==> config.mk <==
export PLATFORM = sky130hd
export DESIGN_NAME = des_f_serial
export DESIGN_NICKNAME = d
export VERILOG_FILES = /design/src/rtl/des_f_serial.sv
export SDC_FILE = /design/constraint.sdc
export NUM_CORES = 1
export LEC_CHECK = 0
export CAP_MARGIN = 10
export CORE_MARGIN = 2
export CORE_UTILIZATION = 50
export DETAILED_ROUTE_END_ITERATION = 8
export PLACE_DENSITY = 0.75
export SLEW_MARGIN = 10
export SYNTH_ARGS = -nofsm -noshare
export SYNTH_HDL_FRONTEND = slang
export SYNTH_SLANG_ARGS = --single-unit
==> constraint.sdc <==
create_clock -name clk -period 3.77 [get_ports clk]
set_clock_uncertainty 0.2 [all_clocks]
set_input_delay 1.131 -clock clk [delete_from_list [all_inputs] [get_ports clk]]
set_output_delay 1.131 -clock clk [all_outputs]
set_load 0.02 [all_outputs]
==> src/rtl/des_f_serial.sv <==
// des_f_serial: serialized DES Feistel f-function; one S-box lookup per cycle,
// then permutation P, presented on a valid/ready output handshake.

// des_sbox: one DES S-box; the 6-bit input is split into row {b1,b6} and column b2..b5 internally.
module des_sbox #(
    parameter logic [0:255] TBL = 256'h0
) (
    input  logic [5:0] i_data,
    output logic [3:0] o_data
);
    logic [5:0] w_idx;
    assign w_idx  = {i_data[5], i_data[0], i_data[4:1]};
    assign o_data = TBL[{w_idx, 2'b00} +: 4];
endmodule

module des_f_serial (
    input  logic        clk,
    input  logic        rst_n,
    input  logic        in_valid,
    output logic        in_ready,
    input  logic [31:0] r_in,
    input  logic [47:0] k_in,
    output logic        out_valid,
    input  logic        out_ready,
    output logic [31:0] f_out,
    output logic [31:0] sbox_out,
    output logic        busy
);
    localparam logic [1:0] S_IDLE = 2'd0;
    localparam logic [1:0] S_RUN  = 2'd1;
    localparam logic [1:0] S_DONE = 2'd2;

    // Each table is row-major: 4 rows of 16 nibbles, first nibble = row 0 column 0.
    localparam logic [0:255] SBOX [8] = '{
        256'hE4D12FB83A6C5907_0F74E2D1A6CB9538_41E8D62BFC973A50_FC8249175B3EA06D,
        256'hF18E6B34972DC05A_3D47F28EC01A69B5_0E7BA4D158C6932F_D8A13F42B67C05E9,
        256'hA09E63F51DC7B428_D709346A285ECBF1_D6498F30B12C5AE7_1AD069874FE3B52C,
        256'h7DE3069A1285BC4F_D8B56F03472C1AE9_A690CB7DF13E5284_3F06A1D8945BC72E,
        256'h2C417AB6853FD0E9_EB2C47D150FA3986_421BAD78F9C5630E_B8C71E2D6F09A453,
        256'hC1AF92680D34E75B_AF427C9561DE0B38_9EF528C3704A1DB6_432C95FABE17608D,
        256'h4B2EF08D3C975A61_D0B7491AE35C2F86_14BDC37EAF680592_6BD814A7950FE23C,
        256'hD2846FB1A93E50C7_1FD8A374C56B0E92_7B419CE206ADF358_21E74A8DFC90356B
    };

    logic [1:0]  r_state;
    logic [2:0]  r_cnt;
    logic [47:0] r_mix;
    logic [31:0] r_nib;
    logic [31:0] r_f;
    logic [31:0] r_sbox;
    logic [47:0] w_exp;
    logic [3:0]  w_sout [8];
    logic [3:0]  w_sel;
    logic [31:0] w_full;
    logic [31:0] w_p;

    // Expansion E: DES bit n of R is r_in[32-n].
    assign w_exp = {r_in[0], r_in[31:27], r_in[28:23], r_in[24:19], r_in[20:15],
                    r_in[16:11], r_in[12:7], r_in[8:3], r_in[4:0], r_in[31]};

    genvar g;
    generate
        for (g = 0; g < 8; g++) begin : g_sbox
            des_sbox #(.TBL(SBOX[g])) u_sbox (
                .i_data(r_mix[47-6*g -: 6]),
                .o_data(w_sout[g])
            );
        end
    endgenerate

    assign w_sel  = w_sout[r_cnt];
    assign w_full = {r_nib[31:4], w_sel};

    assign w_p = {w_full[16], w_full[25], w_full[12], w_full[11], w_full[3],  w_full[20], w_full[4],  w_full[15],
                  w_full[31], w_full[17], w_full[9],  w_full[6],  w_full[27], w_full[14], w_full[1],  w_full[22],
                  w_full[30], w_full[24], w_full[8],  w_full[18], w_full[0],  w_full[5],  w_full[29], w_full[23],
                  w_full[13], w_full[19], w_full[2],  w_full[26], w_full[10], w_full[21], w_full[28], w_full[7]};

    always_ff @(posedge clk or negedge rst_n) begin
        if (!rst_n) begin
            r_state <= S_IDLE;
            r_cnt   <= 3'd0;
            r_mix   <= 48'd0;
            r_nib   <= 32'd0;
            r_f     <= 32'd0;
            r_sbox  <= 32'd0;
        end else if (r_state == S_IDLE) begin
            if (in_valid) begin
                r_mix   <= w_exp ^ k_in;
                r_cnt   <= 3'd0;
                r_nib   <= 32'd0;
                r_state <= S_RUN;
            end
        end else if (r_state == S_RUN) begin
            r_nib[{~r_cnt, 2'b11} -: 4] <= w_sel;
            r_cnt <= r_cnt + 3'd1;
            if (r_cnt == 3'd7) begin
                r_f     <= w_p;
                r_sbox  <= w_full;
                r_state <= S_DONE;
            end
        end else if (out_ready) begin
            r_state <= S_IDLE;
        end
    end

    assign in_ready  = (r_state == S_IDLE);
    assign out_valid = (r_state == S_DONE);
    assign busy      = !in_ready;
    assign f_out     = r_f;
    assign sbox_out  = r_sbox;
endmodule
==> impl_results.md, run 1 <==
- Post-route setup slack: 0.476 ns
- Seq/Total Area, Yosys: 28.4%
- Pwr per Cell Area: 943 nW/um^2
- Placer Congestion: 0.918
- Min-Delay Path Class: register to register
- Number of buffers created by CTS: 17
- Fin. Hold Viols: 0
- CP max FO: 14
- Root Driver: clkbuf_16
- H-tree Lvls: 4
- Worst path cell trace: inv_1 > ha_1 > mux2_2 > mux2i_1 > and4_1 > nor4_1 > o2111ai_1 > nor4_2 > o21ai_0
- Via count: 9177
- Mapped Area: 9970 um^2
- Type of origin of the critical path: register
- Top_reg_cell synth: dfrtp_1
- Synth Register Bits: 113
- Cts repair resizes: 0
- Layout cells sized above 1: 5.98%
- CP Buf/Inv Count: 1
- Max cap viols: 0
- Fin Setup TNS: 0 ns
- Switching power: 5430 uW
- Part of the power in registers: 27.7%
- FMAX: 304 MHz
- FFs w/ async S/R, synth: 100%
- Global-route wire length before repair: 43.1 mm
- N_diodes: 0
- Unrepaired setup endpoints after global routing: no
- Die height: 145 um
- Worst-Margin Slew: 0.942 ns
- Fin crit share: 87.4%
- Largest stage delay on the critical path: 0.63 ns
- EDFF count, synth: 0
- Synth warnings: 0
- Area occupied by multi-input gates: 6260 um^2
- GR Overflow Total: 0
- Initial DRT Pass Iterations: 5
- Period minus WS final: 3.29 ns
- Fin nets: 1444
- Mean Syn Cell Area: 8.04 um^2
- Mapped Cells: 1240
- Max rail drop VDD: 0.441 mV
- Syn Nets: 1392
- Sw Share: 48.6%
- Post-CTS Hold Buffers: 0
- Tot Pwr: 11200 uW
- Number of global-route vias before repair: 8508
- DR WL/cell: 16.2 um
- Delay-heaviest family, CP: simple AND/OR/NAND/NOR gates
- Slew Viols, Final: 0
- Crit-path slowest cell: dfrtp_1
- Post-CTS Setup Bufs: 0
- Clk pwr share: 15.6%
- Setup slack at placement: 0.545 ns
- Final WL: 25.5 mm
- Drc violations: 0
- Most common cell in the netlist: nand2_1
- IO Pins: 151
- Placed Instance Area: 11200 um^2
- Cell variety after synth: 73
- Port buffer count: 150
- Die area: 21100 um^2
- Fill count: 1738
- Core box area: 19500 um^2
- Hold_ws: 0.274 ns
- Area Overhead vs Synth: 18.9%
- Initial antenna violation count: 0
- Initial DRC count: 733
- Die X-Extent: 145 um
- Initial core utilization: 51.1%
- Arrival time at the worst endpoint: 3.38 ns
- Avg Vias per Cell: 5.85
- Clock Pin Slew Worst Setup and Hold Paths: 0.06 ns
- Gate power share: 56.7%
- Pleak: 0.00499 uW
- ANT nets after route: 0
- Worst Setup End Kind: register
- Register area: 2830 um^2
- Endpoints failing setup: 0
- Pin count of the biggest net entering global routing: 64
- CTS Sinks: 113
- CP required: 3.85 ns
- CTS tree: done
- Clk Latency, worst-skew pair: 0.42 ns
- Clock Path Buffers: 2
- All-Layer GR Usage: 24.5%
- P_int: 5750 uW
- Hpwl dp: 18.6 mm
- Setup Crit Path Kind: register to register
- Yosys top cell area share: 28.4%
- Post-synth top cells: nand2_1 (195), dfrtp_1 (113), o21ai_0 (97)
- Slew margin rel.: 37.2%
- FP Rows: 51
- Post-synth top area cell: dfrtp_1
- Fin area: 11900 um^2
- Ranking of synthesized cells by area: dfrtp_1 (28%), ha_1 (8.5%), nand2_1 (7.3%)
- Outcome: completed
==> flip-flops by register name (all words and copies together), names as in the netlist <==
name / flops
r_nib: 28
sbox_out: 1
r_state: 2
r_cnt: 3
f_out: 31
r_mix: 48
==> cells in the final DEF (no fill, tap or decap), types with 22 or more instances in the layout <==
master	n
a211oi_1	22
a21oi_1	74
clkdlybuf4s50_1	149
dfrtp_1	113
ha_1	68
inv_1	42
nand2_1	195
nand2b_1	25
nor2_1	87
nor3_1	25
o21ai_0	97
xnor2_1	34
xor2_1	39
==> worst reg2reg max path, delay by kind of cell (launching register included) <==
kind / cells / cell delay, ns
compound gates: 2 / 0.35
fa+ha+maj: 1 / 0.52
buf+inv: 1 / 0.22
flops: 1 / 0.63
mux: 2 / 0.30
simple gates: 3 / 0.92
==> routing by layer <==
metal,track usage [%],vias up,wire length (um),share of wire (%)
li1,-,4447,-,-
met4,6.42,0,423,1.7
met2,39.0,388,11700,46
met5,0,-,0,0
met1,34.1,4304,11300,44
met3,4.84,38,2030,7.9
==> final cells by class <==
type	count	area share [%]
clock buffers	19	3.74
clock inverters	12	1.52
inverters	44	1.39
multi-input cells	950	52.8
flip-flops and latches	113	23.9
well taps	265	2.80
repair buffers	166	13.9
==> stage by stage <==
stage,instances,util [%]
3_5_place_dp,1538,57.5
3_3_place_gp,1538,57.5
6_report,1569,60.7
4_1_cts,1569,60.7
2_1_floorplan,1240,-
5_1_grt,1569,60.7
==> final timing paths <==
check / start / slack (ns) / end / cells past startpoint
min: r_nib[16]$_DFFE_PN0P_ / 0.27 / sbox_out[16]$_DFFE_PN0P_ / 2
max: r_mix[43]$_DFFE_PN0P_ / 0.48 / r_nib[25]$_DFFE_PN0P_ / 9
max in group asynchronous: rst_n / 2.21 / r_mix[27]$_DFFE_PN0P_ / 2
min in group asynchronous: rst_n / 0.43 / f_out[21]$_DFFE_PN0P_ / 1
min reg2reg: r_nib[16]$_DFFE_PN0P_ / 0.27 / sbox_out[16]$_DFFE_PN0P_ / 2
max reg2reg: r_mix[43]$_DFFE_PN0P_ / 0.48 / r_nib[25]$_DFFE_PN0P_ / 9
==> power groups by stage <==
stage          logic (uW)  clock network, uW  registers, uW
6_report             6340               1740           3100
5_1_grt              7000               1810           3250
4_1_cts              6290               1750           3070
3_5_place_dp         6250                  0           3090
3_3_place_gp         6140                  0           3050
2_1_floorplan        5450                  0           2250
==> cell families (layout without fill, tap and decap cells) <==
logic type	count (synthesis)	in the layout	synth area share, %
and+or+nand+nor	436	436	20.3
AOI/OAI and AO/OA	335	335	21.8
buffers and inverters	177	241	8.87
DFF	113	113	28.4
xor gates and xnor gates	73	73	6.41
adders and majority gates	68	68	8.53
muxes	38	38	5.63
Power figures use the tool's default switching activity.
==> inputs of run 2 (changes only) <==
--- a/config.mk
+++ b/config.mk
@@ -9,6 +9,7 @@
 export CORE_MARGIN = 2
 export CORE_UTILIZATION = 50
 export DETAILED_ROUTE_END_ITERATION = 8
+export MAX_ROUTING_LAYER = met4
 export PLACE_DENSITY = 0.75
 export SLEW_MARGIN = 10
 export SYNTH_ARGS = -nofsm -noshare
==> run 2 against run 1 <==
Hold slack about the same. Power shrank 0.94%. Via count down 0.69%. Wire length grew 0.21%. Global-route usage rose by 0.80 points. Design area fell by 0.48%. Clock power is 6% lower. Critical path type unchanged.
==> impl_results.md, run 2 (synthesis gave the netlist of run 1 again) <==
- Initial DRC count: 758 (+3.4%)
- Worst-Margin Slew: 0.910 ns (-0.0321 ns)
- Port buffer count: 150 (unchanged)
- CTS Sinks: 113 (unchanged)
- Pleak: 0.00495 uW (-0.84%)
- Worst Setup End Kind: register
- Fin nets: 1440 (-0.28%)
- Min-Delay Path Class: register to register
- Arrival time at the worst endpoint: 3.45 ns (+0.07 ns)
- Die height: 145 um (unchanged)
- H-tree Lvls: 4 (unchanged)
- Reg-to-reg startpoint: r_mix[7]$_DFFE_PN0P_
- Final WL: 25.5 mm (+0.21%)
- Initial core utilization: 51.1% (unchanged)
- Commonest cells after routing, fill and taps aside: nand2_1 (195), clkdlybuf4s50_1 (149), dfrtp_1 (113)
- Biggest register: r_mix
- Clk Latency, worst-skew pair: 0.42 ns (about the same)
- Root Driver: clkbuf_16
- Outcome: completed
- Pin count of the biggest net entering global routing: 89 (+39%)
- ANT nets after route: 0 (unchanged)
- Hpwl dp: 18.1 mm (-2.4%)
- Cts repair resizes: 0 (unchanged)
- Fin area: 11800 um^2 (-0.48%)
- Fin. Hold Viols: 0 (unchanged)
- Critical Path Source: r_mix[7]$_DFFE_PN0P_
- Placed Instance Area: 11200 um^2 (-0.27%)
- IO Pins: 151 (unchanged)
- N_diodes: 0 (unchanged)
- Fin crit share: 89.3% (+1.9 points)
- Die area: 21100 um^2 (unchanged)
- Endpoints failing setup: 0 (unchanged)
- Post-CTS Hold Buffers: 0 (unchanged)
- Clock Path Buffers: 2 (unchanged)
- Pwr per Cell Area: 938 nW/um^2 (-0.47%)
- Placer Congestion: 0.942 (+2.6%)
- Initial DRT Pass Iterations: 5 (unchanged)
- CP max FO: 13 (-1)
- Number of buffers created by CTS: 17 (unchanged)
- Drc violations: 0 (unchanged)
- Max rail drop VDD: 0.437 mV (-0.80%)
- FMAX: 297 MHz (-2.2%)
- Post-CTS Setup Bufs: 0 (unchanged)
- Number of global-route vias before repair: 8390 (-1.4%)
- Clock Pin Slew Worst Setup and Hold Paths: 0.06 ns (about the same)
- Via count: 9114 (-0.69%)
- Fin Setup TNS: 0 ns (unchanged)
- Fill count: 1794 (+3.2%)
- Max reg flops: 48 (unchanged)
- Unrepaired setup endpoints after global routing: no
- Slew Viols, Final: 0 (unchanged)
- Hold path startpoint: r_nib[14]$_DFFE_PN0P_
- Avg Vias per Cell: 5.82 (-0.50%)
- CP required: 3.85 ns (about the same)
- Max cap viols: 0 (unchanged)
- Slew margin rel.: 39.3% (+2.1 points)
- GR Overflow Total: 0 (unchanged)
- Setup Crit Path Kind: register to register
- Global-route wire length before repair: 43.2 mm (+0.22%)
- CTS tree: done
- All-Layer GR Usage: 25.3% (+0.80 points)
- Most common cell after layout, fill and taps aside: nand2_1
- Area Overhead vs Synth: 18.3%
- Initial antenna violation count: 0 (unchanged)
- Die X-Extent: 145 um (unchanged)
- Layout cells sized above 1: 5.84% (-0.14 points)
- Type of origin of the critical path: register
- Period minus WS final: 3.37 ns (+0.0733 ns)
- FP Rows: 51 (unchanged)
- DR WL/cell: 16.3 um (+0.40%)
- Core box area: 19500 um^2 (unchanged)
run 2: final timing paths:
check	endpoint	slack, ns	depth (start not counted)
max in group asynchronous	r_mix[39]$_DFFE_PN0P_	2.17	2
hold reg to reg	f_out[18]$_DFFE_PN0P_	0.27	2
hold / removal	f_out[18]$_DFFE_PN0P_	0.27	2
setup reg to reg	r_nib[20]$_DFFE_PN0P_	0.40	9
min in group asynchronous	r_mix[19]$_DFFE_PN0P_	0.42	1
setup / recovery	r_nib[20]$_DFFE_PN0P_	0.40	9
run 2: through the flow:
step	utilization, %	hold WS, ns	power (uW)	std cells	setup slack (ns)
floorplan	-	0.239	7700	1240	0.885
global placement	57.3	0.252	9170	1534	0.597
detailed placement	57.3	0.261	9300	1534	0.528
CTS	60.4	0.273	11000	1566	0.436
global route	60.4	0.291	12000	1566	0.147
finish	60.4	0.275	11100	1566	0.402
run 2: cell type report:
type | instances | area, um^2 | share of cell area (%)
multi-input cells | 950 | 6260 | 53.1
flip-flops and latches | 113 | 2830 | 24.0
repair buffers | 162 | 1610 | 13.7
clock buffers | 18 | 439 | 3.72
well taps | 265 | 332 | 2.81
inverters | 44 | 165 | 1.40
clock inverters | 14 | 158 | 1.34
run 2: where the power goes:
| group | switching, uW | total, uW | internal [uW] |
|---|---|---|---|
| clock | 636 | 1630 | 999 |
| sequential | 1440 | 3150 | 1700 |
| combinational | 3390 | 6290 | 2900 |
run 2: worst max-delay path, cell delays in order, from the launching register on:
cell and delay (ns):
dfrtp_1 0.63, inv_1 0.19, ha_1 0.56, nor2_2 0.09, a21o_1 0.17, mux4_2 0.46, o22ai_1 0.42, nor4_1 0.09
nand3_1 0.24, o21ai_0 0.17
run 2: routing by layer:
layer / routed length, um / global-route usage, % / up-vias
li1: - / - / 4440
met1: 11700 / 34.8 / 4321
met2: 12000 / 39.6 / 326
met3: 1490 / 4.28 / 27
met4: 297 / 4.85 / 0
met5: 0 / - / -
==> inputs of run 3 (changes only) <==
--- a/config.mk
+++ b/config.mk
@@ -7,10 +7,8 @@
 export LEC_CHECK = 0
 export CAP_MARGIN = 10
 export CORE_MARGIN = 2
-export CORE_UTILIZATION = 50
+export CORE_UTILIZATION = 40
 export DETAILED_ROUTE_END_ITERATION = 8
-export MAX_ROUTING_LAYER = met4
-export PLACE_DENSITY = 0.75
 export SLEW_MARGIN = 10
 export SYNTH_ARGS = -nofsm -noshare
 export SYNTH_HDL_FRONTEND = slang
==> run 3 against run 2 <==
Wire length is 3.7% higher. Design area is 1.1% higher. Sequential power is 1% lower. Final cell count is 4.2% higher. Die area is 24% higher. Hold slack worse by 0.0043 ns. Sequential share of layout area is 0.26 points lower. First-iteration DRC count is 12% higher. Flip-flop and latch count stayed put. Non-clock buffer count is 7 higher.
==> impl_results.md, run 3 (synthesis gave the netlist of run 1 again) <==
- Worst Setup End Kind: register
- Fin crit share: 89.1% (-0.19 points)
- Max reg flops: 48 (unchanged)
- GR Overflow Total: 0 (unchanged)
- Drc violations: 0 (unchanged)
- Slew margin rel.: 39.5% (+0.14 points)
- Biggest register: r_mix
- Placer Congestion: 0.887 (-5.8%)
- Number of global-route vias before repair: 8206 (-2.2%)
- Worst-Margin Slew: 0.908 ns (-0.00216 ns)
- Hpwl dp: 19.4 mm (+7.1%)
- Global-route wire length before repair: 43.7 mm (+1.1%)
- IO Pins: 151 (unchanged)
- Final WL: 26.5 mm (+3.7%)
- All-Layer GR Usage: 20.4% (-4.8 points)
- CP required: 3.85 ns (about the same)
- Root Driver: clkbuf_16
- Die area: 26200 um^2 (+24%)
- Fin nets: 1447 (+0.49%)
- Port buffer count: 150 (unchanged)
- Unrepaired setup endpoints after global routing: no
- Period minus WS final: 3.36 ns (-0.00715 ns)
- Slew Viols, Final: 0 (unchanged)
- Most common cell after layout, fill and taps aside: nand2_1
- Endpoints failing setup: 0 (unchanged)
- Core box area: 24400 um^2 (+25%)
- Fin Setup TNS: 0 ns (unchanged)
- Post-CTS Setup Bufs: 0 (unchanged)
- Min-Delay Path Class: register to register
- Outcome: completed
- Commonest cells after routing, fill and taps aside: nand2_1 (195), clkdlybuf4s50_1 (149), dfrtp_1 (113)
- Pleak: 0.00499 uW (+0.89%)
- Setup Crit Path Kind: register to register
- Via count: 8974 (-1.5%)
- Number of buffers created by CTS: 17 (unchanged)
- Final core area utilization: 48.9% (-12 points)
- Post-CTS Hold Buffers: 0 (unchanged)
- Initial core utilization: 40.9% (-10 points)
- N_diodes: 0 (unchanged)
- Arrival time at the worst endpoint: 3.44 ns (about the same)
- H-tree Lvls: 4 (unchanged)
- Clk Latency, worst-skew pair: 0.43 ns (about the same)
- Initial DRC count: 848 (+12%)
- Clock Path Buffers: 2 (unchanged)
- CTS Sinks: 113 (unchanged)
- Type of origin of the critical path: register
- Initial antenna violation count: 0 (unchanged)
- Max rail drop VDD: 0.351 mV (-20%)
- Post-route setup slack: 0.409 ns (+0.00715 ns)
- Fin. Hold Viols: 0 (unchanged)
- Area Overhead vs Synth: 19.6%
- Die X-Extent: 162 um (+11%)
- Layout cells sized above 1: 6.35% (+0.50 points)
- Max cap viols: 0 (unchanged)
- Clock Pin Slew Worst Setup and Hold Paths: 0.07 ns (about the same)
- Avg Vias per Cell: 5.50 (-5.5%)
- Setup slack at placement: 0.449 ns (-0.0786 ns)
- DR WL/cell: 16.2 um (-0.48%)
- Pwr per Cell Area: 936 nW/um^2 (-0.23%)
- FP Rows: 57 (+12%)
- ANT nets after route: 0 (unchanged)
- Pin count of the biggest net entering global routing: 67 (-25%)
- FMAX: 298 MHz (+0.21%)
- Die height: 162 um (+11%)
- Cts repair resizes: 0 (unchanged)
- CTS tree: done
- Initial DRT Pass Iterations: 5 (unchanged)
- CP max FO: 13 (unchanged)
==> run 3: cell count changes in the layout (fill, tap and decap cells not counted), sizes merged <==
cell,delta
buf,+7
inv,+2
clkbuf,+1
clkinvlp,-2
clkinv,-1
==> run 3: layout make-up <==
type | instances | area, um^2
fill | 2405 | 12500
multi-input combinational | 950 | 6260
sequential | 113 | 2830
timing repair buffer | 169 | 1670
clock buffer | 19 | 453
tap | 324 | 405
inverter | 44 | 165
clock inverter | 13 | 149
==> run 3: final timing paths <==
path / end / slack (ns) / cells past startpoint / start
min in group asynchronous: f_out[29]$_DFFE_PN0P_ / 0.62 / 1 / rst_n
hold / removal: f_out[13]$_DFFE_PN0P_ / 0.27 / 2 / r_nib[8]$_DFFE_PN0P_
hold reg to reg: f_out[13]$_DFFE_PN0P_ / 0.27 / 2 / r_nib[8]$_DFFE_PN0P_
max in group asynchronous: r_mix[45]$_DFFE_PN0P_ / 1.96 / 2 / rst_n
setup / recovery: r_nib[25]$_DFFE_PN0P_ / 0.41 / 9 / r_mix[44]$_DFFE_PN0P_
setup reg to reg: r_nib[25]$_DFFE_PN0P_ / 0.41 / 9 / r_mix[44]$_DFFE_PN0P_
==> run 3: critical path: stages, from the launching register on <==
cell	delay [ns]
dfrtp_1	0.61
inv_1	0.25
ha_1	0.54
mux2_2	0.23
mux2i_1	0.08
and4_1	0.24
nor4_1	0.17
o2111ai_1	0.17
nor4_2	0.56
o21ai_0	0.17
==> run 3: power by group <==
group / switching [uW] / internal [uW] / total [uW]
logic: 3460 / 2930 / 6390
clock network: 647 / 1020 / 1670
registers: 1410 / 1700 / 3110
==> run 3: through the flow <==
step | hold WS [ns] | std cells | total power (uW) | area [um^2]
floorplan | 0.239 | 1240 | 7700 | 9970
global placement | 0.261 | 1600 | 9360 | 11300
detailed placement | 0.259 | 1600 | 9440 | 11300
CTS | 0.273 | 1632 | 11100 | 11900
global route | 0.285 | 1632 | 12100 | 11900
finish | 0.270 | 1632 | 11200 | 11900
==> run 3: per-layer routing <==
metal	wire length (um)	vias up	global-route usage, %
li1	-	4465	-
met4	389	0	6.03
met2	11700	297	30.9
met1	12900	4181	30.3
met3	1520	31	2.86
met5	0	-	0
